<file path="src/rtl/rr_hold_arbiter_if.sv">
// ---------------------------------------------------------------------------
// rr_hold_arbiter_if
//
// Request/grant bundle between N requesters and the round-robin arbiter
// that owns one shared resource. Vectors are indexed [0:N-1], so in a bit
// literal the leftmost bit is requester 0.
//
// Signals:
//   r        [0:N-1]   level-held request vector (requester side drives)
//   g        [0:N-1]   registered one-hot grant, all zero when idle
//   grant_id [IDW-1:0] index of the current owner, 0 when idle
//   busy               high while any g bit is high
//   preempt            one-cycle pulse when tenure expiry moves the grant
//                      away from an owner that is still requesting
//
// Modports:
//   master  requester side: drives r, observes the grant outputs
//   slave   arbiter side:   observes r, drives the grant outputs
// ---------------------------------------------------------------------------
interface rr_hold_arbiter_if #(
  parameter int N   = 4,
  parameter int IDW = 2
);

  logic [0:N-1]   r;
  logic [0:N-1]   g;
  logic [IDW-1:0] grant_id;
  logic           busy;
  logic           preempt;

  modport master (
    output r,
    input  g,
    input  grant_id,
    input  busy,
    input  preempt
  );

  modport slave (
    input  r,
    output g,
    output grant_id,
    output busy,
    output preempt
  );

endinterface

</file>
<file path="src/rtl/rr_hold_arbiter.sv">
// ---------------------------------------------------------------------------
// rr_hold_arbiter
//
// Clocked round-robin arbiter for N requesters sharing one resource.
// Priority rotates so no requester starves: the search for a winner starts
// at ptr and wraps modulo N, and every new grant moves ptr just past the
// winner. An owner keeps the grant while it keeps requesting, bounded by a
// tenure of MAX_HOLD cycles whenever somebody else is waiting
// (MAX_HOLD = 0 means unlimited tenure). All outputs are registered so the
// one-hot grant can drive the resource mux directly.
//
// Parameters:
//   N         number of requesters (N >= 2)
//   MAX_HOLD  tenure limit in cycles while others wait; 0 = unlimited
//   IDW       width of grant_id, equal to ceil(log2(N))
//
// Ports:
//   clk    rising-edge clock
//   rst_n  asynchronous active-low reset
//   bus    rr_hold_arbiter_if.slave: r in; g, grant_id, busy, preempt out
// ---------------------------------------------------------------------------
module rr_hold_arbiter #(
  parameter int N        = 4,
  parameter int MAX_HOLD = 8,
  parameter int IDW      = 2
) (
  input  logic                 clk,
  input  logic                 rst_n,
  rr_hold_arbiter_if.slave     bus
);

  // Tenure counter only needs to reach MAX_HOLD; keep at least one bit so
  // the unlimited configuration still elaborates.
  localparam int             CW       = (MAX_HOLD > 0) ? $clog2(MAX_HOLD + 1) : 1;
  localparam logic [CW-1:0]  HOLD_LIM = CW'(MAX_HOLD);
  localparam logic [CW-1:0]  CNT_ONE  = CW'(1);
  localparam logic [IDW:0]   N_W      = (IDW + 1)'(N);
  localparam logic [IDW-1:0] LAST     = IDW'(N - 1);

  typedef enum logic {
    IDLE  = 1'b0,
    GRANT = 1'b1
  } state_t;

  state_t         state;
  logic [IDW-1:0] ptr;
  logic [CW-1:0]  cnt;

  // -------------------------------------------------------------------------
  // Winner search
  // -------------------------------------------------------------------------
  // Masking the current owner out of the candidates covers every case with a
  // single search: in IDLE g is zero so nothing is masked; on a release the
  // owner's request is already low; on tenure expiry the owner must be
  // skipped. If the owner is the only requester, found stays low and the
  // owner simply keeps the grant.
  logic [0:N-1]   cand;
  logic           found;
  logic [IDW-1:0] win;
  logic [IDW:0]   idx;
  logic [0:N-1]   win_oh;
  logic [IDW-1:0] nxt_ptr;
  logic           own_req;
  logic           expire;
  logic           take;

  assign cand = bus.r & ~bus.g;

  // NOTE: every signal driven here gets a default at the top of the block;
  // a path that leaves one unassigned would infer a latch.
  always_comb begin
    found = 1'b0;
    win   = '0;
    idx   = '0;
    for (int k = 0; k < N; k++) begin
      // ptr + k stays below 2N, so one conditional subtract is the modulo.
      idx = {1'b0, ptr} + (IDW + 1)'(k);
      if (idx >= N_W) begin
        idx = idx - N_W;
      end
      if (!found && cand[idx]) begin
        found = 1'b1;
        win   = idx[IDW-1:0];
      end
    end
  end

  always_comb begin
    win_oh      = '0;
    win_oh[win] = 1'b1;
  end

  assign nxt_ptr = (win == LAST) ? '0 : win + 1'b1;

  // The owner is still requesting iff its grant bit overlaps its request.
  assign own_req = |(bus.r & bus.g);

  assign expire  = (MAX_HOLD != 0) && (cnt == HOLD_LIM);

  // A new grant is issued from IDLE on any request, on a release when
  // somebody else is waiting, or on expiry when somebody else is waiting.
  assign take = found && ((state == IDLE) || !own_req || expire);

  // -------------------------------------------------------------------------
  // State machine and registered outputs
  // -------------------------------------------------------------------------
  // NOTE: state and outputs use non-blocking assignments so every register
  // samples the pre-edge values, independent of statement order.
  // NOTE: all of these are control registers, so every one is reset; there
  // is no storage array here that could be left unreset.
  always_ff @(posedge clk or negedge rst_n) begin
    if (!rst_n) begin
      state        <= IDLE;
      ptr          <= '0;
      cnt          <= '0;
      bus.g        <= '0;
      bus.grant_id <= '0;
      bus.busy     <= 1'b0;
      bus.preempt  <= 1'b0;
    end else begin
      bus.preempt <= 1'b0;

      case (state)
        IDLE: begin
          if (take) begin
            state        <= GRANT;
            bus.g        <= win_oh;
            bus.grant_id <= win;
            bus.busy     <= 1'b1;
            ptr          <= nxt_ptr;
            cnt          <= CNT_ONE;
          end
        end

        GRANT: begin
          if (take) begin
            // Hand-over on release or expiry happens at this same edge, so
            // the resource never sees a dead cycle between owners.
            bus.g        <= win_oh;
            bus.grant_id <= win;
            ptr          <= nxt_ptr;
            cnt          <= CNT_ONE;
            // Only an expiry takes the grant from an owner still asking.
            bus.preempt  <= own_req;
          end else if (!own_req) begin
            // Released with nobody else waiting.
            state        <= IDLE;
            bus.g        <= '0;
            bus.grant_id <= '0;
            bus.busy     <= 1'b0;
          end else if (expire) begin
            // Sole requester at the limit: start a fresh tenure, ptr kept.
            cnt <= CNT_ONE;
          end else if (MAX_HOLD != 0) begin
            // Not expired implies cnt < MAX_HOLD, so this cannot overflow.
            cnt <= cnt + CNT_ONE;
          end
        end

        default: begin
          state <= IDLE;
        end
      endcase
    end
  end

endmodule
</file>
<file path="src/flat_wrapper.sv">
// flat-port wrapper written by rule: the top's interface ports become plain ports
module rr_hold_arbiter_flat 
#(
  parameter int N        = 4,
  parameter int MAX_HOLD = 8,
  parameter int IDW      = 2
)
  (clk, rst_n, bus_r, bus_g, bus_grant_id, bus_busy, bus_preempt);
  rr_hold_arbiter_if #(.N(N), .IDW(IDW)) bus_i ();
  input  logic clk;
  input  logic rst_n;
  input wire logic [$bits(bus_i.r)-1:0] bus_r;
  output wire logic [$bits(bus_i.g)-1:0] bus_g;
  output wire logic [$bits(bus_i.grant_id)-1:0] bus_grant_id;
  output wire logic [$bits(bus_i.busy)-1:0] bus_busy;
  output wire logic [$bits(bus_i.preempt)-1:0] bus_preempt;
  assign bus_i.r = bus_r;
  assign bus_g = bus_i.g;
  assign bus_grant_id = bus_i.grant_id;
  assign bus_busy = bus_i.busy;
  assign bus_preempt = bus_i.preempt;
  rr_hold_arbiter #(.N(N), .MAX_HOLD(MAX_HOLD), .IDW(IDW)) u_core (.clk(clk), .rst_n(rst_n), .bus(bus_i));
endmodule
</file>
<file path="config.mk">
export PLATFORM = sky130hd
export DESIGN_NAME = rr_hold_arbiter_flat
export DESIGN_NICKNAME = d
export VERILOG_FILES = /design/src/rtl/rr_hold_arbiter_if.sv /design/src/rtl/rr_hold_arbiter.sv /design/src/flat_wrapper.sv
export SDC_FILE = /design/constraint.sdc
export NUM_CORES = 1
export LEC_CHECK = 0
export CAP_MARGIN = 10
export CORE_UTILIZATION = 30
export CTS_CLUSTER_SIZE = 12
export DETAILED_ROUTE_END_ITERATION = 12
export PLACE_DENSITY_LB_ADDON = 0.2
export SLEW_MARGIN = 20
export SYNTH_ARGS = -nofsm -noshare
export SYNTH_HDL_FRONTEND = slang
export SYNTH_SLANG_ARGS = --single-unit
</file>
<file path="constraint.sdc">
create_clock -name clk -period 3.7 [get_ports clk]
set_clock_uncertainty 0.1 [all_clocks]
set_input_delay 0.74 -clock clk [delete_from_list [all_inputs] [get_ports clk]]
set_output_delay 0.74 -clock clk [all_outputs]
set_load 0.02 [all_outputs]
</file>
==> out/qor.csv <==
stage,metric,value,unit
routing,dr.pass1.iters,4,
place,dp_cells,129,
synth,netlist_instances,86,
place,postPlaceCellArea,1050,sq um
global_route,grt_max_degree,16,
global_route,grt_pass1_wl,3.09,mm
layout,area_delta_synth_final,20.6,%
clock_network,cts-buffers-inserted,3,
synth,synth_top_area_frac,0.420,
setup_path,ff2ff_setup_slack,1540,ps
synth,ys_warn_count,0,
die,start_util,0.321,
routing,drc,0,
synth,syn-cell-area,893,sq um
setup_path,critPathTopFamily,compound AO/OA/AOI/OAI gates,
clock_network,post_cts_resized,0,
setup_path,critPathRequiredTime,3790,ps
run,maxCapViolations,0,
global_route,antenna_found_initial,0,
timing,min_period,2610,ps
setup_path,slowest_delay,490,ps
timing,relSlewSlack,0.530,
routing,drtIter0Drc,13,
min_path,holdPathStages,1,
pwr,p_leak,0.505,nW
layout,nets,115,
synth,synthFlopType,dfrtp_1,
setup_path,critPathMaxFanout,5,
min_path,hold_end,u_core.bus.grant_id[0]$_DFFE_PN0P_,
routing,antenna_left,0,
place,io_buffers,13,
run_status,status,"complete, no violations",
routing,vias,687,
setup_path,path_cells,clkdlybuf4s50_1 > or2b_1 > a21o_1 > a211oi_4 > inv_1 > ha_1 > and3_1 > a31o_1,
min_path,hold_start,u_core.bus.grant_id[0]$_DFFE_PN0P_,
layout,antenna_cells,0,
clock_network,tritoncts,built,
synth,synth_edf_count,0,
min_path,min_path_type,reg2reg,
synth,synth_nets,98,
routing,viasPerCell,5.17,
clock_network,cts_hold_buf,0,
layout,stdcell_count,133,
clock_network,cts.htree.levels,1,
clock_network,insertion_delay,290,ps
place,gp_congestion,0.727,
die,die_w,56.6,um
setup_path,worst_ep_arrival_time,2690,ps
timing,period_share,0.704,
layout,fin_area,1080,sq um
routing,wire_per_inst,14.0,um
timing,tightest_slew,703,ps
pwr,pwr_density_cell,816,nW/um^2
layout,fin_util,0.387,
routing,topRoutingLayerUsed,met4,
routing,wl_met2,773,um
synth,synthTopCellsByArea,"dfrtp_1 42%, ha_1 8.4%, a21oi_1 4.5%",
timing,hold_ws,438,ps
global_route,grt_usage,0.126,
synth,yosysTopAreaCell,dfrtp_1,
clock_network,cts.sinks,15,
setup_path,cp_slowest_cell,clkdlybuf4s50_1,
die,die_area,3200,sq um
routing,met3_length,56,um
routing,detail_route.wirelength,1.86,mm
clock_network,clk_path_buf_depth,2,
die,die_y,56.6,um
synth,ys_seq_area_frac,0.420,
routing,wirelength_met1,982,um
setup_path,worst-path-buf-inv,2,
synth,synth.most_common_cell,dfrtp_1,
timing,slew_viol_final,0,
die,core,2780,sq um
clock_network,root_buffer,clkbuf_4,
global_route,grt_overflow,0,
synth,synth_commonest_cells,"15 x dfrtp_1, 8 x a21oi_1, 7 x inv_1",
layout,layout-drive-gt1-share,0.0980,
setup_path,rr_worst_depth,7,
timing,setup_violations,0,
global_route,first_global_vias,675,
synth,postSynthAreaPerCell,10.4,sq um
die,ios,14,
place,dp_hpwl,1.32,mm
timing,hold_viol_final,0,
synth,async_flop_share,1.00,
synth,ys_ff_latch,15,
setup_path,setup.worst_path.end_class,flip-flop,
clock_network,post_cts_buffers,0,
setup_path,timing.rr.end,u_core.bus.g[0]$_DFFE_PN0P_,
setup_path,timing_worst_setup_path_type,in2reg,
setup_path,worstSetupStartpointType,input pin,
timing,rsz0062_at_grt,false,
timing,fmax,0.384,GHz
pwr,max-vdd-ir-drop,0.522,mV
synth,yosys.cell_types.count,32,
timing,fin_setup_tns,0,ps
clock_network,clkTransAtPathRegs,100,ps
setup_path,timing.rr.start,u_core.bus.g[0]$_DFFE_PN0P_,
die,row_count,19,
==> per-stage QoR <==
step / worst slack, ps / power, W
final: 1090 / 0.000879
after detailed placement: 819 / 0.000782
after global placement: 788 / 0.000785
after global routing: 1060 / 0.000953
after floorplan: 1420 / 0.000636
after CTS: 1130 / 0.000888
==> per-layer routing <==
metal,up-vias,track usage
li1,339,-
met1,332,0.180
met2,11,0.176
met3,5,0.0230
met4,0,0.0732
met5,-,0
==> kinds of logic (layout without fill, tap and decap cells) <==
kind of cell,Yosys count,in the layout,synth area share
and+or+nand+nor,28,28,0.183
AOI/OAI and AO/OA,26,26,0.232
DFF,15,15,0.420
buffers and inverters,8,24,0.0420
adders and majority gates,6,6,0.0840
muxes,2,2,0.0280
xor gates and xnor gates,1,1,0.00981
==> worst register-to-register path, cell delays in order, from the launching register on <==
cell and delay, ps:
dfrtp_1 450, and2b_2 260, a2bb2o_2 260, a211oi_4 340, inv_1 130, ha_1 200
and3_1 140, a31o_1 180
==> how the worst max path moves through the flow <==
stage	from	to	slack, ps	cells past startpoint
6_report	bus_r[2]	u_core.bus.g[0]$_DFFE_PN0P_	1090	8
5_1_grt	bus_r[2]	u_core.bus.g[0]$_DFFE_PN0P_	1060	8
4_1_cts	bus_r[2]	u_core.bus.g[0]$_DFFE_PN0P_	1130	8
3_5_place_dp	bus_r[2]	u_core.bus.g[2]$_DFFE_PN0P_	820	8
3_3_place_gp	bus_r[2]	u_core.bus.g[2]$_DFFE_PN0P_	790	8
2_1_floorplan	bus_r[1]	u_core.bus.g[0]$_DFFE_PN0P_	1420	7
==> state kept, by name (all words and copies together) (netlist names) <==
register             count
u_core.bus.g             4
u_core.cnt               4
u_core.bus.grant_id      2
u_core.ptr               2
u_core.bus.busy          1
u_core.bus.preempt       1
u_core.state             1
==> where the power goes <==
group	switching (W)	internal (W)	leakage (nW)
clock network	0.0000572	0.0000420	0.0150
logic	0.000262	0.000229	0.303
registers	0.0000600	0.000228	0.187
total	0.000380	0.000499	0.505
==> placed cells by master, fill, tap and decap left out, types with 2 or more instances in the layout <==
cell	synthesis	routed
clkdlybuf4s50_1	0	13
a31o_1	4	4
a22oi_1	2	2
and3_1	5	5
inv_1	7	7
a21oi_1	8	8
or2b_1	2	2
o21ai_0	2	2
a21o_1	2	2
nand2b_1	4	4
nor2_1	5	5
dfrtp_1	15	15
clkbuf_4	0	3
nand2_1	4	4
ha_1	6	6
nor2b_1	2	2
==> area by class of cell <==
cell class | instances | area, sq um
clock buffers | 4 | 26.3
fillers | 289 | 1700
inverters | 7 | 26.3
multi-input cells | 63 | 480
flip-flops and latches | 15 | 375
well taps | 31 | 38.8
repair buffers | 13 | 130
Note: power is estimated with default switching activity, not from simulation.
